`config.mk`:
```
export PLATFORM = sky130hd
export DESIGN_NAME = seg7_scan_ctrl
export DESIGN_NICKNAME = d
export VERILOG_FILES = /design/src/rtl/seg7_scan_ctrl.sv
export SDC_FILE = /design/constraint.sdc
export NUM_CORES = 1
export LEC_CHECK = 0
export BUFFER_PORTS_ARGS = -buffer_cell sky130_fd_sc_hd__buf_2
export CAP_MARGIN = 25
export CORE_ASPECT_RATIO = 0.6
export CORE_MARGIN = 2
export CORE_UTILIZATION = 62
export CTS_CLUSTER_SIZE = 16
export DETAILED_ROUTE_END_ITERATION = 10
export GPL_TIMING_DRIVEN = 0
export PLACE_DENSITY = 0.84
export SYNTH_ARGS = -nofsm -noshare
export SYNTH_HDL_FRONTEND = slang
export SYNTH_SLANG_ARGS = --single-unit
```
`constraint.sdc`:
```
create_clock -name clk -period 4.65 [get_ports clk]
set_input_delay 0.2325 -clock clk [delete_from_list [all_inputs] [get_ports clk]]
set_output_delay 0.2325 -clock clk [all_outputs]
set_load 0.005 [all_outputs]
```
`src/rtl/seg7_scan_ctrl.sv`:
```
// seg7_scan_ctrl: multiplexed 7-segment scan with anti-ghost blanking and frame-synchronous value load
module h27seg (
  input  logic [3:0] hex,
  output logic [6:0] seg
);
  localparam logic [6:0] LUT [16] = '{
    7'h40, 7'h79, 7'h24, 7'h30, 7'h19, 7'h12, 7'h02, 7'h78,
    7'h00, 7'h10, 7'h08, 7'h03, 7'h46, 7'h21, 7'h06, 7'h0E
  };
  assign seg = LUT[hex];
endmodule

module seg7_scan_ctrl #(
  parameter int NDIGITS  = 4,
  parameter int PRESCALE = 12000,
  parameter int BLANK    = 16
) (
  input  logic                   clk,
  input  logic                   resetn,
  input  logic [4*NDIGITS-1:0]   value_in,
  input  logic [NDIGITS-1:0]     dp_in,
  input  logic                   lz_blank,
  input  logic                   load_valid,
  output logic                   load_ready,
  output logic [6:0]             seg,
  output logic                   dp,
  output logic [NDIGITS-1:0]     an,
  output logic                   frame_done
);
  localparam int CW = PRESCALE > 1 ? $clog2(PRESCALE) : 1;
  localparam int IW = NDIGITS > 1 ? $clog2(NDIGITS) : 1;
  localparam logic [CW-1:0] LAST = CW'(PRESCALE - 1);
  localparam logic [CW-1:0] BL = CW'(BLANK);
  localparam logic [IW-1:0] IDX_LAST = IW'(NDIGITS - 1);
  typedef enum logic {S_BLANK, S_SHOW} state_t;
  state_t state;
  logic [CW-1:0] cnt, cnt_nxt;
  logic [IW-1:0] idx;
  logic [4*NDIGITS-1:0] disp, pend;
  logic [NDIGITS-1:0] disp_dp, pend_dp;
  logic pend_full, cnt_last, frame_end, sup, show;
  logic [3:0] dig;
  logic [6:0] dec_seg;
  assign cnt_last = cnt == LAST;
  assign cnt_nxt = cnt_last ? '0 : cnt + 1'b1;
  assign frame_end = cnt_last && idx == IDX_LAST;
  assign load_ready = ~pend_full;
  assign dig = disp[{idx, 2'b00} +: 4];
  h27seg u_dec (.hex(dig), .seg(dec_seg));
  // A digit is suppressed when it and every more-significant nibble are zero
  always_comb begin
    sup = lz_blank && idx != '0;
    for (int j = 0; j < NDIGITS; j++)
      if (j >= int'(idx) && disp[4*j +: 4] != 4'h0) sup = 1'b0;
    show = state == S_SHOW && !sup;
  end
  always_ff @(posedge clk or negedge resetn) begin
    if (!resetn) begin
      state      <= BLANK > 0 ? S_BLANK : S_SHOW;
      cnt        <= '0;
      idx        <= '0;
      disp       <= '0;
      disp_dp    <= '0;
      pend       <= '0;
      pend_dp    <= '0;
      pend_full  <= 1'b0;
      an         <= '1;
      seg        <= 7'h7F;
      dp         <= 1'b1;
      frame_done <= 1'b0;
    end else begin
      cnt        <= cnt_nxt;
      state      <= (BLANK > 0 && cnt_nxt < BL) ? S_BLANK : S_SHOW;
      if (cnt_last) idx <= idx == IDX_LAST ? '0 : idx + 1'b1;
      an         <= show ? ~(NDIGITS'(1) << idx) : '1;
      seg        <= show ? dec_seg : 7'h7F;
      dp         <= show ? ~disp_dp[idx] : 1'b1;
      frame_done <= frame_end;
      // ready is low while a commit is pending, so commit and capture never collide
      if (frame_end && pend_full) begin
        disp      <= pend;
        disp_dp   <= pend_dp;
        pend_full <= 1'b0;
      end else if (load_valid && !pend_full) begin
        pend      <= value_in;
        pend_dp   <= dp_in;
        pend_full <= 1'b1;
      end
    end
  end
endmodule

```
* After elaboration in Yosys (flattened, before gate mapping)
Memories as Yosys holds them, arrays and structs flattened.
Index checks and enable logic that the tools add are counted.
** Storage, ports and cells
- Logic and storage cells :: 63
- Output and inout bits :: 14
- Flip-flop bits (word level) :: 71
- Memories :: 1
- Memory bits (writable) :: 0
- ROM bits :: 112
- Bits in latches :: 0
** Operators by class
- Add/sub/neg operators :: 2
- Bitwise gates (word level) :: 5
- Shift-type cells :: 2
- Divide/modulo/power cells :: 0
- Reduce and logical (&&, ||, !) cells :: 17
- Equal/unequal tests :: 2
- Multiplexer cells :: 16
- Order comparisons :: 6
- Multipliers :: 0
** Memories
- (name not given) :: words 16, width 7, rd ports 1, clocked after Yosys merged registers in 0, wr ports 0, line 10 : assign seg = LUT[hex];
** Operator list (count)
- $mux W7 :: 3
- $reduce_bool A4 Y1 :: 4
- $shiftx A16 B5 Y4 :: 1
- $add A14 B1 Y14 const B :: 1
- $eq A14 B14 Y1 const B :: 1
- $lt A14 B5 Y1 const B :: 1
- $mux W14 :: 1
- $mux W1 :: 9
- $logic_and A1 B1 Y1 :: 8
- $ge A5 B5 Y1 const B :: 1
- $not A4 Y5 :: 1
- $ge A1 B2 Y1 const A :: 2
- $mux W4 :: 1
- $not A4 Y4 :: 1
- $reduce_bool A2 Y1 :: 2
- $shl A1 B2 Y4 const A :: 1
- $lt A2 B3 Y1 const B :: 1
- $not A1 Y1 :: 3
- $add A2 B1 Y2 const B :: 1
- $bmux W1 S2 :: 1
- $eq A2 B2 Y1 const B :: 1
- $ge A2 B2 Y1 const A :: 1
- $logic_not A1 Y1 :: 2
- $mux W2 :: 1
- $reduce_and A2 Y1 :: 1

* Longest topological paths before layout
- Word-level depth :: 9
- Mapped depth :: 8

* By module
A second synthesis with hierarchy kept.
** Second synthesis, totals
- Cell total of the unflattened synthesis :: 253
- Area total of the unflattened synthesis :: 3380.7 µm²
** By module, submodules not included
- seg7_scan_ctrl :: area each 3106.7 µm², cells an instance 220, instances 1
- h27seg :: area each 274.0 µm², cells an instance 33, instances 1

* Least setup slack after synthesis
OpenSTA, ideal clock, no wires.
- Path type :: reg-to-reg
- From :: reg idx[1]
- To :: reg seg[2]
- Arrival :: 2.327 ns
- Slack :: 2.241 ns
- Required time :: 4.569 ns
- Period minus slack after synthesis :: 2.409 ns
- Path buffers :: 2
- Stages on the path, launching flop included :: 8
- Library setup time :: 0.081 ns
- Cell sequence :: dfrtp_1 > clkbuf_1 > inv_1 > ha_1 > or4b_2 > o41a_1 > clkbuf_1 > o211ai_1
** Between the ends
- Longest elaborated chain between the ends :: 9
- Elaborated cells on any way between the ends :: 20
- Those cells by class :: 3 x order compare; 1 x shift; 7 x mux; 1 x bitwise; 7 x reduce/logical; 1 x memory
** RTL lines
- start: declaration :: line 38 : logic [IW-1:0] idx;
- start signal: assignment :: line 74 : if (cnt_last) idx <= idx == IDX_LAST ? '0 : idx + 1'b1;
- branches (longest 8 deep; another with $mem_v2 Z16 W7)
- $mux W7 (*) :: line 76 : seg <= show ? dec_seg : 7'h7F;
- end signal: assignment :: line 76
- end: declaration :: line 25 : output logic [6:0] seg,
Every way passes the cells marked *. The select of a mux whose other input is x is not followed.
A chain may end at the register's enable or synchronous reset.

* Worst setup path in the final report
- From :: reg idx[1]
- To :: reg seg[4]
Same word-level chain as after synthesis.

==> impl_metrics.env <==
export IMPL_grt_max_degree=72
export IMPL_clock_path_buffers=2
export IMPL_ys_ff_latch=71
export IMPL_cts_tree="done"
export IMPL_drc_errors=0
export IMPL_fin_crit_ns=2.78
export IMPL_synth_distinct_cells=41
export IMPL_die_area_mm2=0.00598
export IMPL_cp_end_kind="flip-flop"
export IMPL_viasPerCell=5.80
export IMPL_outcome="finished, violations left"
export IMPL_gr_total_overflow=0
export IMPL_synthCells=256
export IMPL_drtAntennaViolNets=0
export IMPL_rsz0062_at_grt="false"
export IMPL_hold_viol=9
export IMPL_r2r_start="idx[1]"
export IMPL_layout_drive_gt1_share_pct=37.2
export IMPL_cp_required_ns=4.91
export IMPL_cp_arrival_ns=3.04
export IMPL_row_count=20
export IMPL_crit_fanout=10
export IMPL_drt_total_wl_um=6470
export IMPL_io_buffers=37
export IMPL_grtUsageTotal_pct=24.6
export IMPL_cts_root_buf="clkbuf_8"
export IMPL_synth_nets=292
export IMPL_slew_violations=0
export IMPL_clkSinkCount=71
export IMPL_htreeDepth=3
export IMPL_start_kind="flip-flop"
export IMPL_ys_warn_count=0
export IMPL_r2r_cells=7
export IMPL_antenna_found_initial=0
export IMPL_clk_pin_slew_ns=0.07
export IMPL_fin_nets=340
export IMPL_slowest_stage="or4b_2"
export IMPL_hp_class="input port to async pin"
export IMPL_fp_coreArea_mm2=0.00510
export IMPL_crit_top_cell="clkbuf_1"
export IMPL_cpPeakStageDelay_ns=0.67
export IMPL_fmax_mhz=360
export IMPL_critPathKind="flip-flop to flip-flop"
export IMPL_dp_hpwl_um=4520
export IMPL_fin_crit_sh_pct=59.8
export IMPL_wl_per_cell_um=17.3
export IMPL_grt_pass1_wl_um=10900
export IMPL_ctsResizeCount=0
export IMPL_area_growth_syn_to_layout_pct=13.6
export IMPL_post_cts_buffers=0
export IMPL_insertion_delay_ns=0.35
export IMPL_fin_tns_setup_ns=0
export IMPL_grt_pass1_vias=2130
export IMPL_place_gp_congestion=0.915
export IMPL_cts_made_buffers=9
export IMPL_start_util_pct=65.1
export IMPL_power_density_mw_per_mm2=308
export IMPL_synth_yosys_seq_area_share_pct=53.9
export IMPL_hold_buffers=0
export IMPL_dieHeight_um=60.7
export IMPL_setup_viol=0
export IMPL_cap_violations=0
export IMPL_relSlewSlack_pct=42.9
export IMPL_violations="negative hold slack"
export IMPL_io_pins=38
export IMPL_fin_hold_ws_ns=-0.0143
export IMPL_drt_iter0_markers=114
export IMPL_r2r_slack_ns=1.87
export IMPL_max_vdd_ir_drop_v=0.000224
export IMPL_crit_chain="clkbuf_1 > inv_1 > ha_1 > or4b_2 > o41a_1 > clkbuf_1 > o221ai_1"
export IMPL_final_common_cell="dfrtp_1"
export IMPL_fin_skew_ns=0.00879
export IMPL_die_w_um=98.5
export IMPL_syn_area_mm2=0.00332
export IMPL_rr_endpoint="seg[4]"
export IMPL_leakagePower_uw=0.00176
export IMPL_route_vias_total=2176
export IMPL_num_antenna_cells=0
export IMPL_firstDrtPassIters=4
export IMPL_worst_slew_pin_slew_ns=0.856
export IMPL_avgSynthCellArea_um2=13.0
export IMPL_layout_common_cells="dfrtp_1, buf_2, mux2_2"
Yosys cell counts, drive strengths merged:
cell type	count	area share (%)
nand2	16	1.8
ha	12	4.5
or2	1	0.19
o41a	1	0.34
o21bai	1	0.23
o211ai	3	0.68
nand2b	2	0.38
and3	2	0.38
a21oi	5	0.75
o22ai	2	0.38
mux2	40	16
inv	11	1.2
and2	1	0.19
nor2	16	1.8
mux4	5	3.4
nand3	11	1.8
clkbuf	8	0.90
xnor2	7	1.8
o21ai	6	0.90
a22oi	1	0.23
nor4	7	1.8
nand4	2	0.38
a31o	1	0.26
buf	3	0.79
or4b	2	0.72
and4b	1	0.30
nor2b	3	0.56
dfstp	12	9.5
dfrtp	59	44
mux2i	1	0.30
o21a	1	0.23
o221ai	4	1.1
nor3	2	0.30
o31ai	1	0.23
xor2	5	1.3
or4	1	0.23
cell families (layout without fill, tap and decap cells):
logic type	Yosys count	count (layout)	share of synthesized area (%)
and+or+nand+nor	67	67	10.8
DFF	71	71	53.9
buffers and inverters	22	75	2.94
adders and majority gates	12	12	4.52
xor gates and xnor gates	12	12	3.16
AOI/OAI and AO/OA	26	26	5.27
muxes	46	46	19.4
routing by layer:
layer | global-route usage, % | vias to the layer above | part of all wire, %
li1 | - | 1003 | -
met1 | 36.1 | 1085 | 49
met2 | 35.4 | 80 | 44
met3 | 8.99 | 8 | 6.7
met4 | 6.46 | 0 | 0.96
met5 | 0 | - | 0
sequential cells by signal, summed over array words and instances, names as in the netlist:
register / cells
idx: 2
an: 4
frame_done: 1
dp: 1
disp: 16
seg: 7
cnt: 14
state: 1
pend: 16
pend_full: 1
pend_dp: 4
disp_dp: 4
how the worst max path moves through the flow:
| stage | from | end | slack, ns | cells after the start |
|---|---|---|---|---|
| 3_3_place_gp | idx[1] | seg[4] | 1.98 | 7 |
| 3_5_place_dp | idx[1] | seg[4] | 1.89 | 7 |
| 2_1_floorplan | idx[1] | seg[2] | 2.24 | 7 |
| 5_1_grt | idx[1] | seg[4] | 1.73 | 7 |
| 6_report | idx[1] | seg[4] | 1.87 | 7 |
| 4_1_cts | idx[1] | seg[4] | 1.88 | 7 |
where the power goes:
| part | leakage (µW) | switching [µW] | total, µW | internal, µW |
|---|---|---|---|---|
| clock network | 0.0000904 | 222 | 468 | 247 |
| registers | 0.000885 | 13.1 | 654 | 641 |
| logic | 0.000780 | 19.1 | 43.0 | 23.9 |
| total | 0.00176 | 254 | 1160 | 911 |
layout make-up:
type                       instances  area [µm²]
fill                             338        1330
multi-input combinational        163        1430
inverter                          11        41.3
timing repair buffer              37         188
buffer                            11        56.3
clock inverter                     4        47.5
clock buffer                      12         135
tap                               66        82.6
sequential                        71        1790
per-stage QoR:
step	setup WS [ns]	total power (µW)	utilization, %	cell area [µm²]	std cells
after floorplan	2.24	680	-	3320	256
after global placement	1.98	706	70.3	3590	359
after detailed placement	1.89	709	70.4	3590	359
after CTS	1.88	1170	74.0	3780	375
after global routing	1.73	1220	74.0	3780	375
final	1.87	1160	74.0	3780	375
worst max-delay path, delay by kind of cell, from the launching register on:
family,cells,cell delay [ns]
compound gates,2,0.59
buf+inv,3,0.79
simple gates,1,0.67
flops,1,0.41
fa+ha+maj,1,0.23
Power figures use the tool's default switching activity.
